**config.mk**
```make
export PLATFORM = sky130hd
export DESIGN_NAME = p2s_tx
export DESIGN_NICKNAME = d
export VERILOG_FILES = /design/src/rtl/p2s_tx.sv
export SDC_FILE = /design/constraint.sdc
export NUM_CORES = 1
export LEC_CHECK = 0
export CAP_MARGIN = 10
export CORE_AREA = 3 3 58 60
export CTS_BUF_LIST = sky130_fd_sc_hd__clkbuf_4
export DETAILED_ROUTE_END_ITERATION = 10
export DIE_AREA = 0 0 61 63
export PLACE_DENSITY = 0.95
export REMOVE_ABC_BUFFERS = 1
export SYNTH_ARGS = -nofsm -noshare
export SYNTH_HDL_FRONTEND = slang
export SYNTH_SLANG_ARGS = --single-unit
```
**constraint.sdc**
```tcl
create_clock -name clk -period 5.35 [get_ports clk]
set_input_delay 1.07 -clock clk [delete_from_list [all_inputs] [get_ports clk]]
set_output_delay 1.07 -clock clk [all_outputs]
set_load 0.01 [all_outputs]
```
**src/rtl/p2s_tx.sv**
```systemverilog
// p2s_tx: MSB-first parallel-to-serial transmitter with a
// valid/ready word input and a mid-bit sample strobe.
module p2s_tx #(
  parameter int WIDTH = 16,
  parameter int DIV   = 4
) (
  input  logic                     clk,
  input  logic                     reset,
  input  logic [WIDTH-1:0]         in_data,
  input  logic [$clog2(WIDTH)-1:0] in_len,
  input  logic                     in_valid,
  output logic                     in_ready,
  output logic                     ser_out,
  output logic                     ser_en,
  output logic                     busy,
  output logic                     done
);

  localparam int LW = $clog2(WIDTH);
  localparam int DW = 8;
  localparam logic [DW-1:0] DIV_LAST = DW'(DIV - 1);
  localparam logic [DW-1:0] DIV_MID  = DW'(DIV / 2);

  if (DIV < 2 || DIV > 255) begin : g_div_chk
    $error("p2s_tx: DIV out of range");
  end

  typedef enum logic [1:0] {
    IDLE  = 2'd0,
    SHIFT = 2'd1,
    DONE  = 2'd2
  } state_t;

  state_t           state_q, state_d;
  logic [WIDTH-1:0] data_q, data_d;
  logic [LW-1:0]    bit_idx_q, bit_idx_d;
  logic [DW-1:0]    div_cnt_q, div_cnt_d;
  logic             ser_out_q, ser_out_d;

  logic [LW-1:0]    first_idx;
  logic [LW-1:0]    next_idx;

  // len of zero means a full-width frame
  assign first_idx = (in_len == '0) ? LW'(WIDTH - 1)
                                    : in_len - LW'(1);
  assign next_idx  = bit_idx_q - LW'(1);

  always_comb begin
    state_d   = state_q;
    data_d    = data_q;
    bit_idx_d = bit_idx_q;
    div_cnt_d = div_cnt_q;
    ser_out_d = ser_out_q;
    unique case (state_q)
      IDLE: begin
        if (in_valid) begin
          data_d    = in_data;
          bit_idx_d = first_idx;
          div_cnt_d = '0;
          ser_out_d = in_data[first_idx];
          state_d   = SHIFT;
        end
      end
      SHIFT: begin
        if (div_cnt_q == DIV_LAST) begin
          div_cnt_d = '0;
          if (bit_idx_q == '0) begin
            ser_out_d = 1'b0;
            state_d   = DONE;
          end else begin
            bit_idx_d = next_idx;
            ser_out_d = data_q[next_idx];
          end
        end else begin
          div_cnt_d = div_cnt_q + DW'(1);
        end
      end
      DONE: begin
        ser_out_d = 1'b0;
        state_d   = IDLE;
      end
      default: begin
        ser_out_d = 1'b0;
        state_d   = IDLE;
      end
    endcase
  end

  always_ff @(posedge clk) begin
    if (reset) begin
      state_q   <= IDLE;
      data_q    <= '0;
      bit_idx_q <= '0;
      div_cnt_q <= '0;
      ser_out_q <= 1'b0;
    end else begin
      state_q   <= state_d;
      data_q    <= data_d;
      bit_idx_q <= bit_idx_d;
      div_cnt_q <= div_cnt_d;
      ser_out_q <= ser_out_d;
    end
  end

  assign in_ready = (state_q == IDLE);
  assign busy     = (state_q != IDLE);
  assign done     = (state_q == DONE);
  assign ser_out  = ser_out_q;
  // strobe sits mid-bit, well after ser_out has settled
  assign ser_en   = (state_q == SHIFT) && (div_cnt_q == DIV_MID);

endmodule
```
==> results.md, run 1 <==
- Number of antenna cells inserted: 0
- End of the critical path: ser_out$_SDFFE_PP0P_
- CTS sink count: 31
- Maximum clock rate: 0.3001 GHz
- Fraction of registers with async set/reset: 0%
- Die Ht: 63 microns
- Post-synthesis to final-layout area growth: 19.07%
- Area occupied by multi-input gates: 1027 sq um
- Total negative setup slack: 0 ns
- Number of max-slew violations in the final report: 0
- Global placer's final weighted congestion: 0.9438
- Vias post-DR: 1672
- Number of global-route vias before repair: 1557
- Number of top-level pins: 28
- Warnings, synthesis: 0
- Initial cell density of the core: 57.73%
- Cts-stage hold buffer count: 0
- Leading cell types by total area after synthesis: sky130_fd_sc_hd__dfxtp_1, sky130_fd_sc_hd__nand2_1, sky130_fd_sc_hd__a21oi_1
- Number of levels the H-tree was split into: 2
- Number of cell instances on the worst register-to-register path: 6
- Largest net degree at the start of global routing: 32
- Area occupied by registers: 620.6 sq um
- Final HPWL DP: 3.094 mm
- Core region area: 2978 sq um
- Arrival time at the worst endpoint: 3.57 ns
- R2R setup slack: 3.05 ns
- Share of power burned in registers: 49.3%
- Start point of the critical path: in_len[0]
- TritonCTS buffer count: 5
- Number of fill cells: 237
- Endpoint class of the critical path: flop
- Worst reg2reg startpoint: bit_idx_q[0]$_SDFFE_PP0P_
- Net switching fraction of the power: 30.46%
- Max-slew headroom at the worst pin: 24.35%
- Synthesized area per cell: 8.226 sq um
- Overall track demand over capacity in global routing: 24.03%
- Nets: 261
- Post-synth EDFFs: 0
- Slew at the pin closest to its max-slew limit: 1.131 ns
- Post-layout util: 68.74%
- Number of gates resized after CTS: 0
- Critical path start-end classification: input pin to flop
- Part of the power in the clock network: 27.2%
- Biggest area consumer among synthesized cells: sky130_fd_sc_hd__dfxtp_1
- Post-route fraction of the period consumed by the critical path: 62.28%
- Total wire length after detailed routing: 4.169 mm
- Maximum fanout count along the critical path: 7
- Layout cell share with drive strength beyond 1: 5.957%
- Chip width: 61 microns
- Setup Skew: 0.01478 ns
- Setup repair after global routing missed its margin: false
- Predominant post-synthesis flop cell: sky130_fd_sc_hd__dfxtp_1
- Quantity of I/O buffers inserted on ports: 27
- Worst hold margin: 0.4645 ns
- First-pass GRT wire length: 6.982 mm
- Sort of element at the start of the critical path: input pin
- Yosys cell types: 37
- Ratio of total power to cell area: 251.6 nW/um^2
- Clock transition at the registers of the reported paths: 0.10 ns
- DRT antenna net count: 0
- Syn Std Cell Area: 1719 sq um
- Detailed-routing iteration count for the pre-antenna-repair pass: 5
- Leakage power: 0.7858 nW
- Root Buffer Master: sky130_fd_sc_hd__clkbuf_4
- Full die area: 3843 sq um
- Max-cap viol count: 0
- CTS tree: built
- Share of the synthesized area in the top cell type: 36.10%
- Register bit total from synthesis: 31
- Peak VDD IR: 195.6 uV
- Mean number of vias per cell: 6.239
- Ranking of synthesized cells by instance count: sky130_fd_sc_hd__nand2_1, sky130_fd_sc_hd__dfxtp_1, sky130_fd_sc_hd__a21oi_1
- Required @ worst endpoint: 5.58 ns
- Setup bufs post-CTS: 0
- End of the worst register-to-register path: ser_out$_SDFFE_PP0P_
- Initial DRC count: 127
- Sequential cell area fraction in the yosys report: 36.10%
- FP Rows: 20
- Minimum clock period: 3.332 ns
- Drt wl/cell: 15.56 microns
- Total count of hold-check failures in the final report: 0
- Leading cell type by number of instances after synthesis: sky130_fd_sc_hd__nand2_1
- Share of total power in combinational logic: 23.5%
- Reported net switching power: 0.0001569 W
- Design internal power: 0.0003582 W
- Hold Path Class: flop to flop
- Run status: finished clean
- Initial antenna violation count: 0
- Number of remaining DRC errors: 0
- Clock network latency to the later pin of the worst-skew pair: 0.34 ns
- Endpoints failing setup: 0
- Cells after synthesis: 209
- Gr ovfl total: 0
- CTS Buffer Depth: 2
==> worst min-delay path by stage <==
| stage | startpoint | end | slack [ns] | cells after the start |
|---|---|---|---|---|
| floorplan | data_q[10]$_SDFFE_PP0P_ | data_q[10]$_SDFFE_PP0P_ | 0.43 | 2 |
| detailed placement | data_q[13]$_SDFFE_PP0P_ | data_q[13]$_SDFFE_PP0P_ | 0.45 | 2 |
| CTS | data_q[13]$_SDFFE_PP0P_ | data_q[13]$_SDFFE_PP0P_ | 0.47 | 2 |
| finish | data_q[8]$_SDFFE_PP0P_ | data_q[8]$_SDFFE_PP0P_ | 0.46 | 2 |
| global route | data_q[3]$_SDFFE_PP0P_ | data_q[3]$_SDFFE_PP0P_ | 0.49 | 2 |
| global placement | data_q[2]$_SDFFE_PP0P_ | data_q[2]$_SDFFE_PP0P_ | 0.44 | 2 |
==> metal layers <==
metal / GRT usage (%) / vias to the layer above / wire length, microns
li1: - / 795 / -
met1: 31.43 / 797 / 1751
met2: 36.90 / 69 / 2047
met3: 6.612 / 11 / 291
met4: 9.485 / 0 / 79
met5: 0 / - / 0
==> through the flow <==
| step | area (sq um) | setup WS (ns) | cells | power (W) |
|---|---|---|---|---|
| after global placement | 1989 | 1.817 | 260 | 0.0003736 |
| after global routing | 2047 | 1.756 | 268 | 0.0005370 |
| final | 2047 | 2.018 | 268 | 0.0005151 |
| after floorplan | 1678 | 2.516 | 200 | 0.0003317 |
| after CTS | 2047 | 2.037 | 268 | 0.0005152 |
| after detailed placement | 1989 | 1.680 | 260 | 0.0003780 |
==> flip-flops by register name, indices dropped and copies added, names as in the netlist <==
name and count:
data_q 16, div_cnt_q 8, bit_idx_q 4, state_q 2
ser_out 1
==> layout by cell type (no fill, tap or decap), drive strengths merged <==
cell type and count:
nand3b 2, xnor2 1, nor3b 3, xor2 2, mux4 8, a311oi 3
clkdlybuf4s50 27, nor4 1, a221oi 1, ha 4, clkinvlp 1, a21o 1
o21bai 1, clkinv 1, o21ai 9, a31oi 2, a41oi 1, or2 1
nor3 5, and2 2, a211oi 2, inv 8, nor2 18, mux2i 3
a41o 1, nand3 5, nor2b 3, nand2 44, nand2b 3, a21oi 28
a22oi 2, and3 3, o31a 1, o2bb2ai 1, dfxtp 31, clkbuf 6
==> layout make-up <==
cell class | count | share of cell area, %
multi-input combinational | 161 | 50.18
sequential | 31 | 30.32
timing repair buffer | 27 | 13.20
clock buffer | 6 | 2.200
tap | 33 | 2.017
inverter | 8 | 1.467
clock inverter | 2 | 0.6112
==> power groups by stage <==
stage,logic [W],registers (W),clock network [W]
5_1_grt,0.000134,0.000255,0.000148
4_1_cts,0.000120,0.000253,0.000141
3_5_place_dp,0.000119,0.000259,0
6_report,0.000121,0.000254,0.000140
2_1_floorplan,0.0000759,0.000256,0
3_3_place_gp,0.000116,0.000258,0
==> kinds of logic after synthesis <==
kind of cell / share of synthesized area, %
AOI/OAI and AO/OA: 18.49
xor gates and xnor gates: 1.529
adders and majority gates: 2.911
buffers and inverters: 4.149
DFF: 36.10
muxes: 13.10
and+or+nand+nor: 23.73
==> critical path: stages <==
cell,delay [ns]
sky130_fd_sc_hd__clkdlybuf4s50_1,0.53
sky130_fd_sc_hd__inv_1,0.13
sky130_fd_sc_hd__ha_1,0.26
sky130_fd_sc_hd__nand2b_1,0.10
sky130_fd_sc_hd__o21ai_1,0.41
sky130_fd_sc_hd__mux4_2,0.58
sky130_fd_sc_hd__o2bb2ai_1,0.14
sky130_fd_sc_hd__o21ai_0,0.09
sky130_fd_sc_hd__o31a_1,0.27
(Power assumes the default switching activity.)
==> run 2: changes to the inputs <==
--- a/config.mk
+++ b/config.mk
@@ -6,11 +6,11 @@
 export NUM_CORES = 1
 export LEC_CHECK = 0
 export CAP_MARGIN = 10
-export CORE_AREA = 3 3 58 60
+export CORE_AREA = 3 3 60 62
 export CTS_BUF_LIST = sky130_fd_sc_hd__clkbuf_4
 export DETAILED_ROUTE_END_ITERATION = 10
-export DIE_AREA = 0 0 61 63
-export PLACE_DENSITY = 0.95
+export DIE_AREA = 0 0 63 65
+export PLACE_DENSITY = 0.91
 export REMOVE_ABC_BUFFERS = 1
 export SYNTH_ARGS = -nofsm -noshare
 export SYNTH_HDL_FRONTEND = slang
==> constraint.sdc (replaced) <==
create_clock -name clk -period 3.48 [get_ports clk]
set_input_delay 0.696 -clock clk [delete_from_list [all_inputs] [get_ports clk]]
set_output_delay 0.696 -clock clk [all_outputs]
set_load 0.01 [all_outputs]
==> run 2 against run 1 <==
Flip-flop and latch count unchanged. Design area increased by 1.9%. Highest routed layer unchanged. Largest cell class unchanged. Via count decreased by 2.3%. Final cell count increased by 5.6%. Clock power increased by 45%. Critical endpoint unchanged. Utilization decreased by 0.98 points. Largest power group unchanged. First-iteration DRC count increased by 14%. Worst setup slack got worse by 1.3 ns. Power increased by 52%. Die area increased by 6.6%. Critical path depth unchanged. Combinational power increased by 59%.
==> results.md, run 2 (same netlist as run 1, synthesis figures left out) <==
- Run status: finished clean
- Hold Path Class: flop to flop
- Worst-path cell with the longest stage delay: sky130_fd_sc_hd__mux4_2
- Total wire length after detailed routing: 4.161 mm (-0.19%)
- Number of global-route vias before repair: 1503 (-3.5%)
- Number of max-slew violations in the final report: 0 (unchanged)
- Slew at the pin closest to its max-slew limit: 0.7175 ns (-0.4137 ns)
- Core region area: 3078 sq um (+3.4%)
- Finished layout cell area: 2086 sq um (+1.9%)
- Peak VDD IR: 243.0 uV (+24%)
- Most used routing layer in global routing: met2
- Cell breakdown of the critical path: clkdlybuf4s50_1 > inv_1 > ha_1 > nand2b_1 > o21ai_1 > mux4_2 > o2bb2ai_1 > o21ai_0 > o31a_1
- Global placer's final weighted congestion: 0.8934 (-5.3%)
- Cell area after placement: 2033 sq um (+2.2%)
- Clock network latency to the later pin of the worst-skew pair: 0.34 ns (about the same)
- Leakage power: 0.8045 nW (+2.4%)
- Net switching fraction of the power: 29.65% (-0.81 points)
- CTS tree: built
- Critical path start-end classification: input pin to flop
- CTS sink count: 31 (unchanged)
- Layout cell share with drive strength beyond 1: 6.695% (+0.74 points)
- Setup Skew: 0.01148 ns (-0.003298 ns)
- FP Rows: 20 (unchanged)
- TritonCTS buffer count: 5 (unchanged)
- Max-cap viol count: 0 (unchanged)
- Vias post-DR: 1634 (-2.3%)
- Quantity of I/O buffers inserted on ports: 27 (unchanged)
- Cts-stage hold buffer count: 0 (unchanged)
- Minimum clock period: 2.786 ns
- Setup slack of the critical path after layout: 0.6936 ns (-1.325 ns)
- Share of power burned in registers: 49.7% (+0.4 points)
- Largest register FFs: 16 (unchanged)
- Final HPWL DP: 3.089 mm (-0.19%)
- Number of antenna cells inserted: 0 (unchanged)
- Area occupied by registers: 620.6 sq um (unchanged)
- Maximum fanout count along the critical path: 7 (unchanged)
- Endpoint class of the critical path: flop
- Root Buffer Master: sky130_fd_sc_hd__clkbuf_4
- Critical path's largest stage delay: 0.54 ns (-0.04 ns)
- Post-layout util: 67.76% (-0.98 points)
- Initial antenna violation count: 0 (unchanged)
- Gr ovfl total: 0 (unchanged)
- Global routing met1 resource utilization: 28.14% (-3.3 points)
- Share of total power in combinational logic: 24.5% (+1.0 points)
- Endpoints failing setup: 0 (unchanged)
- Required @ worst endpoint: 3.71 ns (-1.87 ns)
- Post-synthesis to final-layout area growth: 21.32%
- Setup repair after global routing missed its margin: false
- CTS Buffer Depth: 2 (unchanged)
- Max-slew headroom at the worst pin: 52.02% (+28 points)
- Nets: 265 (+1.5%)
- Part of the power in the clock network: 25.9% (-1.3 points)
- Full die area: 4095 sq um (+6.6%)
- Largest net degree at the start of global routing: 20 (-38%)
- Reported net switching power: 0.0002323 W (+48%)
- Global routing usage on met2: 32.81% (-4.1 points)
- Ratio of total power to cell area: 375.5 nW/um^2 (+49%)
- Top cell family by delay on the critical path: compound AO/OA/AOI/OAI gates
- Clock transition at the registers of the reported paths: 0.10 ns (about the same)
- Area occupied by multi-input gates: 1027 sq um (unchanged)
- Number of buffers and inverters on the critical path: 2 (unchanged)
- Total negative setup slack: 0 ns (unchanged)
- Detailed-routing iteration count for the pre-antenna-repair pass: 5 (unchanged)
- GR Util met3: 7.106% (+0.49 points)
- Number of fill cells: 258 (+8.9%)
- Total count of hold-check failures in the final report: 0 (unchanged)
- Minimum setup slack after placement: 0.3806 ns (-1.299 ns)
- Initial cell density of the core: 55.85% (-1.9 points)
- Registers with the most flip-flops: data_q x16, div_cnt_q x8, bit_idx_q x4
- Register ranked first by flip-flop count: data_q
- Mean number of vias per cell: 5.774 (-7.5%)
- Die Ht: 65 microns (+3.2%)
- Maximum clock rate: 0.3589 GHz
- Commonest cells after routing, fill and taps aside: sky130_fd_sc_hd__nand2_1, sky130_fd_sc_hd__dfxtp_1, sky130_fd_sc_hd__a21oi_1, sky130_fd_sc_hd__clkdlybuf4s50_1, sky130_fd_sc_hd__nor2_1
- Post-route fraction of the period consumed by the critical path: 80.07%
- Number of top-level pins: 28 (unchanged)
- DRT antenna net count: 0 (unchanged)
- Number of remaining DRC errors: 0 (unchanged)
- Initial DRC count: 145 (+14%)
- Pwr Total: 0.0007833 W (+52%)
- Setup bufs post-CTS: 0 (unchanged)
- Number of levels the H-tree was split into: 2 (unchanged)
- Chip width: 63 microns (+3.3%)
- Overall track demand over capacity in global routing: 22.00% (-2.0 points)
- Sort of element at the start of the critical path: input pin
- Most frequent standard cell in the layout excluding fill and tap cells: sky130_fd_sc_hd__nand2_1
- Arrival time at the worst endpoint: 3.02 ns (-0.55 ns)
- Design internal power: 0.0005510 W (+54%)
- Number of gates resized after CTS: 0 (unchanged)
- Drt wl/cell: 14.70 microns (-5.5%)
- First-pass GRT wire length: 6.969 mm (-0.19%)
## run 2: stage by stage
step                      hold slack (ns)  std cells
after floorplan                    0.4255        200
after CTS                          0.4592        283
after global placement             0.4371        275
after global routing               0.4739        283
after detailed placement           0.4460        275
final                              0.4597        283
## run 2: per-layer routing
metal	part of all wire, %	vias to the layer above	wire length [microns]
met1	42	735	1733
li1	-	802	-
met5	0	-	0
met4	2.5	0	104
met3	12	11	484
met2	44	86	1839
## run 2: final timing paths
| path | slack (ns) | end | depth (start not counted) | from |
|---|---|---|---|---|
| worst max register to register | 1.18 | ser_out$_SDFFE_PP0P_ | 6 | bit_idx_q[0]$_SDFFE_PP0P_ |
| worst min register to register | 0.46 | data_q[3]$_SDFFE_PP0P_ | 2 | data_q[3]$_SDFFE_PP0P_ |
| worst max-delay path | 0.69 | ser_out$_SDFFE_PP0P_ | 9 | in_len[0] |
| worst min-delay path | 0.46 | data_q[3]$_SDFFE_PP0P_ | 2 | data_q[3]$_SDFFE_PP0P_ |
## run 2: area by class of cell
| cell class | instances | share of cell area (%) |
|---|---|---|
| Timing Repair Buffer | 31 | 14.40 |
| Tap cell | 44 | 2.639 |
| Clock buffer | 6 | 2.160 |
| Sequential cell | 31 | 29.75 |
| Inverter | 8 | 1.440 |
| Clock inverter | 2 | 0.3599 |
| Multi-Input combinational cell | 161 | 49.25 |
## run 2: worst min-delay path, delay by kind of cell (launching register included)
kind	cells	cell delay, ns
AO/OA/AOI/OAI	1	0.05
flip-flops	1	0.32
AND/OR/NAND/NOR	1	0.05
## run 2: power groups by stage
stage | Sequential (W) | Combinational, W | Clock [W]
floorplan | 0.000393 | 0.000117 | 0
global placement | 0.000396 | 0.000183 | 0
detailed placement | 0.000397 | 0.000189 | 0
CTS | 0.000389 | 0.000190 | 0.000207
global route | 0.000391 | 0.000211 | 0.000223
finish | 0.000389 | 0.000192 | 0.000203
==> run 3: changes to the inputs <==
--- a/config.mk
+++ b/config.mk
@@ -6,11 +6,11 @@
 export NUM_CORES = 1
 export LEC_CHECK = 0
 export CAP_MARGIN = 10
-export CORE_AREA = 3 3 60 62
+export CORE_AREA = 3 3 63 65
 export CTS_BUF_LIST = sky130_fd_sc_hd__clkbuf_4
 export DETAILED_ROUTE_END_ITERATION = 10
-export DIE_AREA = 0 0 63 65
-export PLACE_DENSITY = 0.91
+export DIE_AREA = 0 0 66 68
+export PLACE_DENSITY = 0.88
 export REMOVE_ABC_BUFFERS = 1
 export SYNTH_ARGS = -nofsm -noshare
 export SYNTH_HDL_FRONTEND = slang
==> constraint.sdc (replaced) <==
create_clock -name clk -period 2.5 [get_ports clk]
set_input_delay 0.5 -clock clk [delete_from_list [all_inputs] [get_ports clk]]
set_output_delay 0.5 -clock clk [all_outputs]
set_load 0.01 [all_outputs]
==> run 3 against run 2 <==
Clock skew decreased by 0.0029 ns. Clock power is 49% higher. Via count increased by 0.73%. First-iteration DRC count grew 14%. Sequential share of layout area is 1.0 points lower. Power increased by 43%. Highest routed layer unchanged. Critical path type is now flop to primary output. Non-clock buffer count increased by 8.
==> results.md, run 3 (same netlist as run 1, synthesis figures left out) <==
- Area occupied by multi-input gates: 1039 sq um (+1.1%)
- Cell area after placement: 2096 sq um (+3.1%)
- DRT antenna net count: 0 (unchanged)
- Placed insts: 285 (+3.6%)
- Max-cap viol count: 0 (unchanged)
- First-pass GRT wire length: 6.906 mm (-0.90%)
- Vias post-DR: 1646 (+0.73%)
- Number of top-level pins: 28 (unchanged)
- Total negative setup slack: 0 ns (unchanged)
- Terminating pin of the worst hold path: data_q[14]$_SDFFE_PP0P_
- CTS tree: built
- Slew at the pin closest to its max-slew limit: 0.4863 ns (-0.2312 ns)
- Cts-stage hold buffer count: 0 (unchanged)
- Number of antenna cells inserted: 0 (unchanged)
- Most frequent standard cell in the layout excluding fill and tap cells: sky130_fd_sc_hd__nand2_1
- Registers with the most flip-flops: data_q x16, div_cnt_q x8, bit_idx_q x4
- Initial antenna violation count: 0 (unchanged)
- End of the worst register-to-register path: ser_out$_SDFFE_PP0P_
- Largest net degree at the start of global routing: 18 (-10%)
- Setup Skew: 0.008582 ns (-0.002902 ns)
- Core region area: 3390 sq um (+10%)
- TritonCTS buffer count: 5 (unchanged)
- Worst reg2reg startpoint: bit_idx_q[0]$_SDFFE_PP0P_
- Pwr Total: 0.001123 W (+43%)
- Hold Path Class: flop to flop
- Worst-path cell with the longest stage delay: sky130_fd_sc_hd__clkdlybuf4s50_1
- Critical path start-end classification: flop to primary output
- Global placer's final weighted congestion: 0.8340 (-6.6%)
- Required @ worst endpoint: 2.00 ns (-1.71 ns)
- Cell Count, Final, Fillers Out: 293 (+3.5%)
- Total wire length after detailed routing: 4.152 mm (-0.22%)
- Number of fill cells: 273 (+5.8%)
- Post-synthesis to final-layout area growth: 26.06%
- Ratio of total power to cell area: 518.0 nW/um^2 (+38%)
- Layout cell share with drive strength beyond 1: 11.74% (+5.0 points)
- Commonest cells after routing, fill and taps aside: sky130_fd_sc_hd__nand2_1, sky130_fd_sc_hd__dfxtp_1, sky130_fd_sc_hd__a21oi_1, sky130_fd_sc_hd__clkdlybuf4s50_1, sky130_fd_sc_hd__nor2_1
- Cell breakdown of the critical path: nor4_4 > and2_4 > and3_1 > clkdlybuf4s50_1
- Min-Delay Startpoint: data_q[14]$_SDFFE_PP0P_
- Hold Path Stages: 2 (unchanged)
- Clock transition at the registers of the reported paths: 0.10 ns (about the same)
- Endpoint class of the critical path: primary output
- Largest register FFs: 16 (unchanged)
- Maximum clock rate: 0.4120 GHz
- Mean number of vias per cell: 5.618 (-2.7%)
- Overall track demand over capacity in global routing: 20.43% (-1.6 points)
- Initial cell density of the core: 50.72% (-5.1 points)
- Post-route fraction of the period consumed by the critical path: 97.08%
- Setup repair after global routing missed its margin: false
- Max-slew headroom at the worst pin: 67.48% (+15 points)
- Quantity of I/O buffers inserted on ports: 27 (unchanged)
- CTS sink count: 31 (unchanged)
- Run status: finished clean
- Detailed-routing iteration count for the pre-antenna-repair pass: 4 (-1)
- Critical path's largest stage delay: 0.53 ns (about the same)
- Clock network latency to the later pin of the worst-skew pair: 0.35 ns (about the same)
- Root Buffer Master: sky130_fd_sc_hd__clkbuf_4
- Maximum fanout count along the critical path: 7 (unchanged)
- Sort of element at the start of the critical path: flop
- Number of levels the H-tree was split into: 2 (unchanged)
- Nets: 273 (+3.0%)
- Number of remaining DRC errors: 0 (unchanged)
- Peak VDD IR: 392.9 uV (+62%)
- Die Ht: 68 microns (+4.6%)
- Drt wl/cell: 14.17 microns (-3.6%)
- Total count of hold-check failures in the final report: 0 (unchanged)
- Number of global-route vias before repair: 1518 (+1.0%)
- R2R setup slack: 0.42 ns (-0.76 ns)
- Leakage power: 0.8548 nW (+6.3%)
- Chip width: 66 microns (+4.8%)
- Number of max-slew violations in the final report: 0 (unchanged)
- Area occupied by registers: 623.1 sq um (+0.40%)
- Endpoints failing setup: 0 (unchanged)
- Register ranked first by flip-flop count: data_q
- Post-layout util: 63.93% (-3.8 points)
- Finished layout cell area: 2167 sq um (+3.9%)
- Arrival time at the worst endpoint: 1.93 ns (-1.09 ns)
- Full die area: 4488 sq um (+9.6%)
- Number of cell instances on the worst register-to-register path: 6 (unchanged)
- Initial DRC count: 166 (+14%)
- Minimum clock period: 2.427 ns
- CTS Buffer Depth: 2 (unchanged)
- Gr ovfl total: 0 (unchanged)
- Final HPWL DP: 3.175 mm (+2.8%)
- FP Rows: 21 (+5.0%)
==> run 3: cell count changes in the layout (fill, tap and decap cells not counted), sizes merged <==
cell      change
clkinv        -1
clkinvlp      +1
buf           +8
==> run 3: power breakdown <==
group	total, W	switching (W)	internal, W	leakage, nW
clock network	0.000303	0.000184	0.000119	0.0317
registers	0.000539	0.0000188	0.000520	0.255
logic	0.000281	0.000138	0.000143	0.569
==> run 3: critical path: cells and delay by family, from the launching register on <==
family	cells	cell delay, ns
AND/OR/NAND/NOR	3	0.68
buffers and inverters	1	0.53
flip-flops	1	0.37
==> run 3: through the flow <==
step	hold slack [ns]	worst slack (ns)
CTS	0.4632	0.004033
floorplan	0.4255	0.2362
global placement	0.4364	-0.07988
global route	0.4743	0.0009008
finish	0.4612	0.07308
detailed placement	0.4450	-0.1502
==> run 3: how the worst max path moves through the flow <==
stage / depth (start not counted) / endpoint / slack [ns] / startpoint
after global routing: 4 / ser_en / 0.0009 / div_cnt_q[4]$_SDFFE_PP0P_
final: 4 / ser_en / 0.07 / div_cnt_q[4]$_SDFFE_PP0P_
after floorplan: 8 / ser_out$_SDFFE_PP0P_ / 0.24 / in_len[0]
after CTS: 4 / ser_en / 0.004 / div_cnt_q[4]$_SDFFE_PP0P_
after detailed placement: 9 / ser_out$_SDFFE_PP0P_ / -0.15 / in_len[0]
after global placement: 9 / ser_out$_SDFFE_PP0P_ / -0.08 / in_len[0]
==> run 3: area by class of cell <==
| class | count | share of cell area (%) |
|---|---|---|
| clock buffers | 6 | 2.079 |
| flip-flops and latches | 31 | 28.75 |
| well taps | 46 | 2.656 |
| clock inverters | 2 | 0.5774 |
| multi-input cells | 161 | 47.92 |
| inverters | 8 | 1.386 |
| repair buffers | 39 | 16.63 |
==> run 3: layer usage <==
metal,wire length (microns),part of all wire [%],up-vias,global-route usage (%)
li1,-,-,823,-
met1,1868,45,751,28.24
met2,1829,44,61,30.16
met3,352,8.5,11,4.269
met4,102,2.5,0,10.41
met5,0,0,-,0
==> run 3: timing repair <==
action / 4_1_cts / 5_1_grt
resized for setup: 1 / 3
setup endpoints to repair: 1 / 1
setup buffers: 0 / 0
endpoints found under the hold margin: 0 / 0
cloned: 0 / 0
